File: src/rtl/stream_downsizer.sv
// Splits each IN_WIDTH word into RATIO narrower beats over valid/ready.
// A word can be accepted in the same cycle that the previous word's last beat leaves.
//
// state | meaning
// IDLE  | no word held, ready for a new word
// BUSY  | word held, cnt_q selects the beat currently presented
module stream_downsizer #(
   parameter int IN_WIDTH  = 32,
   parameter int OUT_WIDTH = 8,
   parameter bit MSB_FIRST = 1'b0
) (
   input  logic                 clk,
   input  logic                 rst_n,
   input  logic                 in_valid,
   output logic                 in_ready,
   input  logic [IN_WIDTH-1:0]  in_data,
   output logic                 out_valid,
   input  logic                 out_ready,
   output logic [OUT_WIDTH-1:0] out_data,
   output logic                 out_last
);

   localparam int RATIO = IN_WIDTH / OUT_WIDTH;
   localparam int CNT_W = (RATIO > 1) ? $clog2(RATIO) : 1;

   if (IN_WIDTH % OUT_WIDTH != 0) begin : g_bad_ratio
      $fatal(1, "stream_downsizer: IN_WIDTH must be a multiple of OUT_WIDTH");
   end

   typedef enum logic {IDLE = 1'b0, BUSY = 1'b1} state_t;

   state_t              state_q;
   logic [CNT_W-1:0]    cnt_q;
   logic [IN_WIDTH-1:0] hold_q;

   assign out_valid = (state_q == BUSY);
   assign out_last  = (state_q == BUSY) && (cnt_q == CNT_W'(RATIO - 1));
   assign in_ready  = (state_q == IDLE) || (out_ready && out_last);

   always_comb begin
      out_data = '0;
      if (state_q == BUSY) begin
         for (int i = 0; i < RATIO; i++) begin
            if (cnt_q == CNT_W'(i))
               out_data = hold_q[(MSB_FIRST ? (RATIO - 1 - i) : i) * OUT_WIDTH +: OUT_WIDTH];
         end
      end
   end

   always_ff @(posedge clk or negedge rst_n) begin
      if (!rst_n) begin
         state_q <= IDLE;
         cnt_q   <= '0;
         hold_q  <= '0;
      end else begin
         case (state_q)
            IDLE: begin
               if (in_valid) begin
                  hold_q  <= in_data;
                  cnt_q   <= '0;
                  state_q <= BUSY;
               end
            end
            BUSY: begin
               if (out_ready) begin
                  if (!out_last) begin
                     cnt_q <= cnt_q + CNT_W'(1);
                  end else if (in_valid) begin
                     // back-to-back: reload without an idle cycle
                     hold_q <= in_data;
                     cnt_q  <= '0;
                  end else begin
                     cnt_q   <= '0;
                     state_q <= IDLE;
                  end
               end
            end
            default: begin
               state_q <= IDLE;
               cnt_q   <= '0;
            end
         endcase
      end
   end

endmodule

File: config.mk
export PLATFORM = sky130hd
export DESIGN_NAME = stream_downsizer
export DESIGN_NICKNAME = d
export VERILOG_FILES = /design/src/rtl/stream_downsizer.sv
export SDC_FILE = /design/constraint.sdc
export NUM_CORES = 1
export LEC_CHECK = 0
export CORE_MARGIN = 1.5
export CORE_UTILIZATION = 25
export DETAILED_ROUTE_END_ITERATION = 16
export PLACE_DENSITY = 0.54
export REMOVE_ABC_BUFFERS = 1
export SYNTH_ARGS = -nofsm -noshare
export SYNTH_HDL_FRONTEND = slang
export SYNTH_SLANG_ARGS = --single-unit
File: constraint.sdc
create_clock -name clk -period 2 [get_ports clk]
set_input_delay 0.4 -clock clk [delete_from_list [all_inputs] [get_ports clk]]
set_output_delay 0.4 -clock clk [all_outputs]
set_load 0.01 [all_outputs]
==> results.md, run 1 <==
- TritonCTS clock tree: done
- Tcrit/Tclk final: 102%
- CP max stage cell: dfrtp_2
- Share of layout cells above drive strength 1: 45.4%
- Met2 Track Usage GR: 15.3%
- R2R setup slack: 0.22 ns
- CTS buffer count: 5
- Async SR Flop Fraction: 100%
- # hold bufs at CTS: 0
- Critical path's top delay family: flip-flops
- DR WL/cell: 13.9 um
- Chip Height: 88.3 um
- Leading area contributor after synthesis: dfrtp_1
- Maximum root-to-sink buffer count: 2
- Placement Setup Slack: -0.208 ns
- IO Port Bufs: 46
- Min setup slack post-route: -0.0458 ns
- Status: complete, but fails checks
- First-pass GRT wire length: 6330 um
- Worst-Margin Slew: 0.449 ns
- Hold Path Class: primary input to asynchronous set/reset pin
- Clock Root Buffer: clkbuf_8
- ANT nets after route: 0
- Clk slew on worst S/H paths: 0.07 ns
- Synth top area share: 48.2%
- N_diodes: 0
- Post-synth cell types: 20
- CP Capture Type: output pin
- Grt peak-use layer: met1
- Warnings, synthesis: 0
- Area growth, synth to finish: 45.4%
- Worst Reg2Reg Path Length in Cells: 6
- Rows: 30
- Final slew viol count: 0
- DR iter-0 viols: 37
- Synth top area cells: dfrtp_1, mux2_4, a32o_1
- Rel. slew slack: 70.1%
- Total Wirelength: 4060 um
- Post-DP HPWL: 2870 um
- Via density: 4.27
- WS Path Type: flop to output pin
- Gr usage total: 10.8%
- Nets: 236
- H-tree level count: 2
- Largest net degree at the start of global routing: 36
- R2R Path Start: cnt_q[0]
- Number of enable flip-flop cells after synthesis: 0
- Commonest register cell after synthesis: dfrtp_1
- Met1 Use GR: 15.9%
- Number of global-route vias before repair: 1308
- DRC Markers: 0
- Crit-path max FO: 4
- CP arrival: 1.65 ns
- Critical R2R Capture: hold_q[13]
- Number of post-CTS setup repair buffers: 0
- Most frequent cells after synthesis: dfrtp_1, mux2_4, a32o_1
- Worst-skew pair later-pin latency: 0.28 ns
- Cells after Synth: 130
- Vias: 1247
- Power Dens Cells: 1500 mW/mm^2
- RSZ-0062 raised after global routing: true
- GR Layer Usage met3: 3.45%
- Crit path buf inv count: 2
- Max-cap violations: 0
- Setup_tns: -0.171 ns
- Initial antenna violation count: 0
- Startpoint Class: flop
- Final Hold Vio Count: 0
- Max VDD drop: 0.000559 V
- Die Span X: 88.3 um
- Post-Syn Area: 0.00182 mm^2
- CP Cell Sequence: ha_1 -> buf_4 -> a21bo_4 -> dlygate4sd2_1
- Final Skew: 0.00202 ns
- Num ports: 47
- Initial Util: 26.3%
- Critical path's largest stage delay: 0.45 ns
- Gpl congestion: 0.672
- Count leader, synth: dfrtp_1
- Clock Sinks: 35
- Util after Layout: 38.3%
- Failing checks: negative setup slack
- Worst path required time: 1.60 ns
- Leakage power: 1.22 nW
- Max Clk Rate: 0.489 GHz
- Sequential share of the synthesized area: 48.2%
- Final setup fails: 8
- Die area: 0.00779 mm^2
- Gr ovfl total: 0
- Initial DRT Pass Iterations: 4
- Synthesized flop and latch total: 35
- Synthesized area per cell: 14.0 um^2
- Fin crit period: 2.05 ns
- Core Region: 0.00691 mm^2
## layout make-up
class,instances,area (um^2)
timing repair buffer,67,632
sequential,35,878
clock buffer,6,82.6
multi-input combinational,85,917
fill,714,4260
tap,96,120
inverter,2,7.51
clock inverter,1,5.00
## power by group
group | total, W | internal [W] | switching, W
logic | 0.00215 | 0.00132 | 0.000827
registers | 0.00130 | 0.00107 | 0.000235
clock network | 0.000509 | 0.000270 | 0.000239
total | 0.00396 | 0.00266 | 0.00130
## worst register-to-register path, cell delays in order (launching register included)
cell and delay (ns):
dfrtp_2 0.45, ha_1 0.25, buf_4 0.15, a21bo_4 0.23, nand2_8 0.10, buf_12 0.17, mux2_4 0.31
## metal layers
metal	part of all wire (%)	up-vias
li1	-	596
met1	51	611
met2	43	35
met3	5.4	5
met4	0.66	0
met5	0	-
## per-stage QoR
| stage | total power, W | std cells | cell area (um^2) | hold slack (ns) |
|---|---|---|---|---|
| after floorplan | 0.00246 | 122 | 1740 | 0.104 |
| after global placement | 0.00338 | 284 | 2490 | 0.469 |
| after detailed placement | 0.00340 | 284 | 2490 | 0.472 |
| after CTS | 0.00392 | 291 | 2600 | 0.167 |
| after global routing | 0.00423 | 292 | 2640 | 0.191 |
| final | 0.00396 | 292 | 2640 | 0.151 |
## registers in the layout, summed over array words and instances, names as in the netlist
signal / cells
hold_q: 32
out_valid: 1
cnt_q: 2
## cells by family after synthesis
logic type,Yosys count,synth area share (%)
compound gates,27,10.8
fa+ha+maj,4,2.75
buf+inv,10,4.89
flops,35,48.2
mux,33,26.6
simple gates,21,6.81
## cells in the final DEF (no fill, tap or decap), types with 2 or more instances in the layout
master / netlist / layout
a21oi_2: 0 / 8
buf_2: 2 / 9
ha_4: 0 / 2
nand2b_1: 8 / 8
inv_2: 0 / 2
nand2_1: 8 / 8
dlygate4sd2_1: 0 / 2
dfrtp_1: 35 / 33
buf_12: 3 / 2
a32o_1: 10 / 9
dfrtp_2: 0 / 2
clkdlybuf4s50_1: 0 / 35
buf_4: 0 / 14
mux2_4: 30 / 30
buf_6: 0 / 3
o21ai_1: 0 / 8
clkbuf_8: 0 / 6
mux2_2: 2 / 2
## worst max-delay path by stage
stage              from  slack (ns)           to  cells after the start
2_1_floorplan  cnt_q[0]        0.31  out_data[0]                      5
3_3_place_gp   cnt_q[0]       -0.20  out_data[3]                      7
3_5_place_dp   cnt_q[0]       -0.21  out_data[3]                      7
4_1_cts        cnt_q[1]       -0.09  out_data[1]                      7
5_1_grt        cnt_q[0]       -0.13  out_data[6]                      7
6_report       cnt_q[0]       -0.05     in_ready                      4
## timing repair
action / 4_1_cts / 5_1_grt
hold endpoints to repair: 0 / 0
gates resized for setup: 61 / 7
cloned: 0 / 1
pin swaps: 7 / 5
endpoints found under the setup margin: 10 / 9
Note: power is estimated with default switching activity, not from simulation.
==> run 2, diff against run 1 <==
--- a/config.mk
+++ b/config.mk
@@ -5,10 +5,14 @@
 export SDC_FILE = /design/constraint.sdc
 export NUM_CORES = 1
 export LEC_CHECK = 0
+export CELL_PAD_IN_SITES_DETAIL_PLACEMENT = 2
+export CELL_PAD_IN_SITES_GLOBAL_PLACEMENT = 2
+export CORE_ASPECT_RATIO = 0.9
 export CORE_MARGIN = 1.5
 export CORE_UTILIZATION = 25
+export CTS_CLUSTER_DIAMETER = 50
 export DETAILED_ROUTE_END_ITERATION = 16
-export PLACE_DENSITY = 0.54
+export PLACE_DENSITY = 0.71
 export REMOVE_ABC_BUFFERS = 1
 export SYNTH_ARGS = -nofsm -noshare
 export SYNTH_HDL_FRONTEND = slang
==> run 2 against run 1 <==
The flow still finishes with violations (negative setup slack). Die area about the same. Sequential share of layout area is 0.69 points lower. Utilization about the same. Flip-flop and latch count unchanged. Via count up 3.5%. Critical endpoint is now out_data[7].
==> results.md, run 2 (synthesis gave the netlist of run 1 again) <==
- RSZ-0062 raised after global routing: true
- Share of layout cells above drive strength 1: 47.5% (+2.1 points)
- WS Path Type: flop to output pin
- Worst Reg2Reg Path Length in Cells: 7 (+1)
- Hold Path Class: flop to flop
- Cell Count, Final, Fillers Out: 293 (+0.34%)
- Initial antenna violation count: 0 (unchanged)
- Critical path's top delay family: buffers and inverters
- Final slew viol count: 0 (unchanged)
- Largest net degree at the start of global routing: 36 (unchanged)
- Failing checks: negative setup slack
- Crit-path max FO: 6 (+2)
- CTS buffer count: 5 (unchanged)
- Nets: 241 (+2.1%)
- Gr usage total: 13.9% (+3.2 points)
- Die Span X: 92.9 um (+5.2%)
- Vias: 1291 (+3.5%)
- N_diodes: 0 (unchanged)
- Commonest non-fill, non-tap cell in the layout: clkdlybuf4s50_1
- Power Dens Cells: 1540 mW/mm^2 (+2.7%)
- DP Area: 0.00252 mm^2 (+1.2%)
- Critical R2R Capture: hold_q[4]
- DR iter-0 viols: 16 (-57%)
- Worst path required time: 1.60 ns (about the same)
- Chip Height: 83.9 um (-5.0%)
- Status: complete, but fails checks
- Placed Instances: 283 (-0.35%)
- Clk slew on worst S/H paths: 0.07 ns (about the same)
- Post-DP HPWL: 3410 um (+19%)
- Worst path depth: 7 (+3)
- Util after Layout: 38.3% (about the same)
- Total Wirelength: 5020 um (+24%)
- CP Cell Sequence: inv_4 -> ha_4 -> buf_6 -> buf_4 -> nand2b_1 -> a32o_2 -> buf_2
- Min setup slack post-route: -0.147 ns (-0.101 ns)
- Clock Root Buffer: clkbuf_8
- ANT nets after route: 0 (unchanged)
- Core Region: 0.00704 mm^2 (+1.9%)
- Initial Util: 25.8% (-0.50 points)
- Tcrit/Tclk final: 107% (+5.1 points)
- Max Clk Rate: 0.466 GHz (-4.7%)
- TritonCTS clock tree: done
- Fin crit period: 2.15 ns (+0.101 ns)
- Worst-skew pair later-pin latency: 0.29 ns (about the same)
- Area growth, synth to finish: 48.2%
- Startpoint Class: flop
- Crit path buf inv count: 4 (+2)
- Max VDD drop: 0.000376 V (-33%)
- Via density: 4.41 (+3.2%)
- Critical path startpoint: cnt_q[0]
- DRC Markers: 0 (unchanged)
- HP Start: hold_q[20]
- Gpl congestion: 0.704 (+4.7%)
- CP Capture Type: output pin
- Max FFs per register: 32 (unchanged)
- Final Hold Vio Count: 0 (unchanged)
- Placement Setup Slack: -0.399 ns (-0.192 ns)
- Critical path's largest stage delay: 0.48 ns (+0.03 ns)
- Die area: 0.00779 mm^2 (about the same)
- Gr ovfl total: 0 (unchanged)
- Maximum root-to-sink buffer count: 2 (unchanged)
- CP arrival: 1.75 ns (+0.10 ns)
- Final setup fails: 9 (+1)
- CP max stage cell: dfrtp_2
- Num ports: 47 (unchanged)
- End point of the critical path: out_data[7]
- DR WL/cell: 17.1 um (+23%)
- Rows: 29 (-3.3%)
- Number of global-route vias before repair: 1502 (+15%)
- Rel. slew slack: 68.9% (-1.2 points)
- H-tree level count: 2 (unchanged)
- Clock Sinks: 35 (unchanged)
- First-pass GRT wire length: 8030 um (+27%)
- Leakage power: 1.25 nW (+2.5%)
- Largest Register: hold_q
- R2R Path Start: cnt_q[1]
- Commonest non-fill, non-tap cells in the layout: clkdlybuf4s50_1, dfrtp_1, mux2_4
- IO Port Bufs: 46 (unchanged)
- Finished Cell Area: 0.00270 mm^2 (+2.0%)
- Max-cap violations: 0 (unchanged)
- Initial DRT Pass Iterations: 4 (unchanged)
- Worst-Margin Slew: 0.467 ns (+0.0184 ns)
- # fillers: 712 (-0.28%)
- # hold bufs at CTS: 0 (unchanged)
- R2R setup slack: 0.16 ns (-0.06 ns)
- Final Skew: 0.00557 ns (+0.00355 ns)
-- run 2: changes by cell type in the layout (fill, tap and decap cells not counted), moves of 2 or more --
cell | previous run | this run
a32o_2 | 1 | 4
ha_4 | 2 | 4
inv_2 | 2 | 0
o21ai_1 | 8 | 5
o21ai_2 | 0 | 3
buf_2 | 9 | 7
buf_4 | 14 | 19
buf_6 | 3 | 5
a32o_1 | 9 | 6
-- run 2: what timing repair did --
item,4_1_cts,5_1_grt
pin swaps,4,1
cloned,1,0
resized for setup,67,10
endpoints found under the setup margin,10,10
setup buffers,4,0
-- run 2: layer usage --
layer | GRT usage, % | share of wire, %
met1 | 19.2 | 49
met2 | 21.1 | 46
met3 | 4.46 | 4.9
met4 | 3.31 | 0.98
met5 | 0 | 0
-- run 2: per-stage QoR --
step / hold WS, ns / setup TNS [ns] / total power [W]
CTS: 0.508 / -0.991 / 0.00409
finish: 0.510 / -1.06 / 0.00415
global route: 0.522 / -1.73 / 0.00443
floorplan: 0.104 / 0 / 0.00246
global placement: 0.484 / -2.26 / 0.00339
detailed placement: 0.486 / -2.89 / 0.00346
-- run 2: worst min path at each step --
| stage | to | slack, ns | depth (start not counted) |
|---|---|---|---|
| 3_5_place_dp | hold_q[16] | 0.49 | 1 |
| 5_1_grt | hold_q[16] | 0.52 | 1 |
| 2_1_floorplan | cnt_q[0] | 0.10 | 0 |
| 6_report | hold_q[20] | 0.51 | 1 |
| 3_3_place_gp | hold_q[21] | 0.48 | 1 |
| 4_1_cts | hold_q[21] | 0.51 | 1 |
-- run 2: layout make-up --
cell class / count / area [um^2] / area share [%]
timing repair buffer: 71 / 663 / 24.6
sequential: 35 / 877 / 32.5
tap: 93 / 116 / 4.32
multi-input combinational: 86 / 956 / 35.5
clock buffer: 6 / 72.6 / 2.69
inverter: 2 / 10.0 / 0.371
-- run 2: where the power goes --
group / switching, W / leakage, nW / internal, W
sequential: 0.000254 / 0.416 / 0.00106
clock: 0.000249 / 0.0371 / 0.000232
combinational: 0.000938 / 0.794 / 0.00141
==> run 3, diff against run 2 <==
--- a/config.mk
+++ b/config.mk
@@ -5,6 +5,7 @@
 export SDC_FILE = /design/constraint.sdc
 export NUM_CORES = 1
 export LEC_CHECK = 0
+export ABC_AREA = 1
 export CELL_PAD_IN_SITES_DETAIL_PLACEMENT = 2
 export CELL_PAD_IN_SITES_GLOBAL_PLACEMENT = 2
 export CORE_ASPECT_RATIO = 0.9
@@ -12,7 +13,7 @@
 export CORE_UTILIZATION = 25
 export CTS_CLUSTER_DIAMETER = 50
 export DETAILED_ROUTE_END_ITERATION = 16
-export PLACE_DENSITY = 0.71
+export PLACE_DENSITY = 0.81
 export REMOVE_ABC_BUFFERS = 1
 export SYNTH_ARGS = -nofsm -noshare
 export SYNTH_HDL_FRONTEND = slang
==> run 3 against run 2 <==
The flow still finishes with violations (negative setup slack). Synthesized area decreased by 1.2%. Combinational power increased by 6%. Via count increased by 51%. First-iteration DRC count increased to 2.5 times the previous value. Register-to-register slack improved by 0.20 ns. Critical path type unchanged. Largest cell class unchanged.
==> results.md, run 3 <==
- Warnings, synthesis: 0 (unchanged)
- Final slew viol count: 0 (unchanged)
- RSZ-0062 raised after global routing: true
- DRC Markers: 0 (unchanged)
- Tot Pwr: 0.00431 W (+4.1%)
- Synth top area cells: dfrtp_1, nand2_1, nand4_1
- Commonest register cell after synthesis: dfrtp_1
- Count leader, synth: nand2_1
- Worst-Margin Slew: 0.489 ns (+0.0218 ns)
- Worst-skew pair later-pin latency: 0.30 ns (about the same)
- Chip Height: 83.4 um (-0.57%)
- Share of layout cells above drive strength 1: 27.6% (-20 points)
- R2R setup slack: 0.36 ns (+0.20 ns)
- Post-DP HPWL: 4590 um (+34%)
- Post-synth cell types: 16 (-20%)
- Commonest non-fill, non-tap cells in the layout: nand2_1, clkdlybuf4s50_1, nand4_1, dfrtp_1, buf_4
- Die Span X: 92.4 um (-0.57%)
- TritonCTS clock tree: done
- Hold Slack: 0.475 ns (-0.0353 ns)
- CP Capture Type: output pin
- Commonest non-fill, non-tap cell in the layout: nand2_1
- Maximum root-to-sink buffer count: 2 (unchanged)
- CP max stage cell: dfrtp_2
- Power Dens Cells: 1510 mW/mm^2 (-2.0%)
- Leading area contributor after synthesis: dfrtp_1
- Worst Reg2Reg Path Length in Cells: 9 (+2)
- Most frequent cells after synthesis: nand2_1, dfrtp_1, nand4_1, nor2_1, nand3_1
- Area growth, synth to finish: 59.3%
- Post-Syn Area: 0.00180 mm^2 (-1.2%)
- CP arrival: 1.69 ns (-0.06 ns)
- Placement Setup Slack: -0.212 ns (+0.187 ns)
- Max Clk Rate: 0.479 GHz (+2.9%)
- Cells after Synth: 236 (+82%)
- Min setup slack post-route: -0.0870 ns (+0.0599 ns)
- Fin crit period: 2.09 ns (-0.0599 ns)
- Status: complete, but fails checks
- Initial Util: 25.7% (-0.17 points)
- Synth top area share: 48.7% (+0.57 points)
- R2R Path Start: cnt_q[0]
- Gpl congestion: 0.737 (+4.8%)
- Hold Path Class: flop to flop
- Final setup fails: 5 (-4)
- Max FFs per register: 32 (unchanged)
- CP Cell Sequence: inv_4 -> ha_4 -> inv_4 -> buf_6 -> nor2_1 -> nor2_1 -> nand2_1 -> nand2_1 -> buf_2
- Largest net degree at the start of global routing: 36 (unchanged)
- Placed Instances: 387 (+37%)
- Largest Register: hold_q
- Final Hold Vio Count: 0 (unchanged)
- Startpoint Class: flop
- Max VDD drop: 0.000402 V (+7.0%)
- Gr ovfl total: 0 (unchanged)
- Crit-path max FO: 3 (-3)
- Setup_tns: -0.191 ns (+0.866 ns)
- Cell Count, Final, Fillers Out: 401 (+37%)
- Nets: 347 (+44%)
- First-pass GRT wire length: 11300 um (+41%)
- Async SR Flop Fraction: 100% (unchanged)
- Critical path startpoint: cnt_q[0]
- Clk slew on worst S/H paths: 0.07 ns (about the same)
- Leakage power: 1.39 nW (+11%)
- Tcrit/Tclk final: 104% (-3.0 points)
- Worst path required time: 1.60 ns (about the same)
- Synthesized area per cell: 7.61 um^2 (-46%)
- Sequential share of the synthesized area: 48.7% (+0.57 points)
- Total Wirelength: 7280 um (+45%)
- Clock Root Buffer: clkbuf_8
- Max-cap violations: 0 (unchanged)
- Rows: 29 (unchanged)
- Vias: 1951 (+51%)
- Rel. slew slack: 67.4% (-1.5 points)
- Core Region: 0.00700 mm^2 (-0.52%)
- DR WL/cell: 18.2 um (+5.9%)
- Critical R2R Capture: hold_q[10]
- ANT nets after route: 0 (unchanged)
- Synthesized flop and latch total: 35 (unchanged)
- H-tree level count: 2 (unchanged)
- Via density: 4.87 (+10%)
- Clock Sinks: 35 (unchanged)
- Number of global-route vias before repair: 2120 (+41%)
- Critical path's largest stage delay: 0.47 ns (about the same)
- DR iter-0 viols: 40 (+24)
- IO Port Bufs: 46 (unchanged)
- Num ports: 47 (unchanged)
- Die area: 0.00771 mm^2 (-1.1%)
- N_diodes: 0 (unchanged)
- Initial antenna violation count: 0 (unchanged)
- Gr usage total: 19.2% (+5.3 points)
- End point of the critical path: out_data[5]
- Initial DRT Pass Iterations: 4 (unchanged)
- WS Path Type: flop to output pin
- Final Skew: 0.00382 ns (-0.00174 ns)
- Number of enable flip-flop cells after synthesis: 0 (unchanged)
- Failing checks: negative setup slack
- CTS buffer count: 5 (unchanged)
-- run 3: cell families after synthesis --
family | synth area share [%]
simple gates | 39.1
buf+inv | 5.99
flops | 48.7
compound gates | 3.34
fa+ha+maj | 2.79
-- run 3: how the worst min path moves through the flow --
stage / start / endpoint / cells past startpoint
detailed placement: hold_q[2] / hold_q[2] / 2
floorplan: rst_n / cnt_q[0] / 0
global route: hold_q[27] / hold_q[27] / 2
CTS: hold_q[2] / hold_q[2] / 2
finish: hold_q[25] / hold_q[25] / 2
global placement: hold_q[9] / hold_q[9] / 2
-- run 3: through the flow --
stage / util (%) / cell area, um^2
final: 40.9 / 2860
after CTS: 39.1 / 2740
after detailed placement: 36.3 / 2540
after floorplan: - / 1720
after global placement: 36.3 / 2540
after global routing: 40.9 / 2860
-- run 3: timing repair --
item,in CTS,in global routing
hold buffers,0,0
gates resized for setup,60,36
pin swaps,1,3
setup buffers,3,2
endpoints found under the setup margin,10,10
cloned,1,0
-- run 3: layer usage --
layer,routed length [um],vias up,global-route usage (%)
met5,0,-,0
met4,97,0,6.85
met2,3890,40,33.6
met1,3020,982,23.2
met3,273,9,3.75
li1,-,920,-
-- run 3: power breakdown --
part	internal, W	leakage [nW]	switching (W)
sequential	0.00103	0.433	0.000269
clock	0.000245	0.0422	0.000285
combinational	0.00114	0.914	0.00134
-- run 3: final cells by class --
type	instances	area, um^2
flip-flops and latches	35	878
repair buffers	81	768
clock buffers	7	76.3
clock inverters	1	5.00
fillers	781	4140
multi-input cells	176	975
well taps	93	116
inverters	8	42.5
-- run 3: worst max-delay path: cells and delay by family, from the launching register on --
family,cells,cell delay [ns]
adder cells (fa/ha/maj),1,0.17
flip-flops,1,0.47
buffers and inverters,4,0.44
AND/OR/NAND/NOR,4,0.31
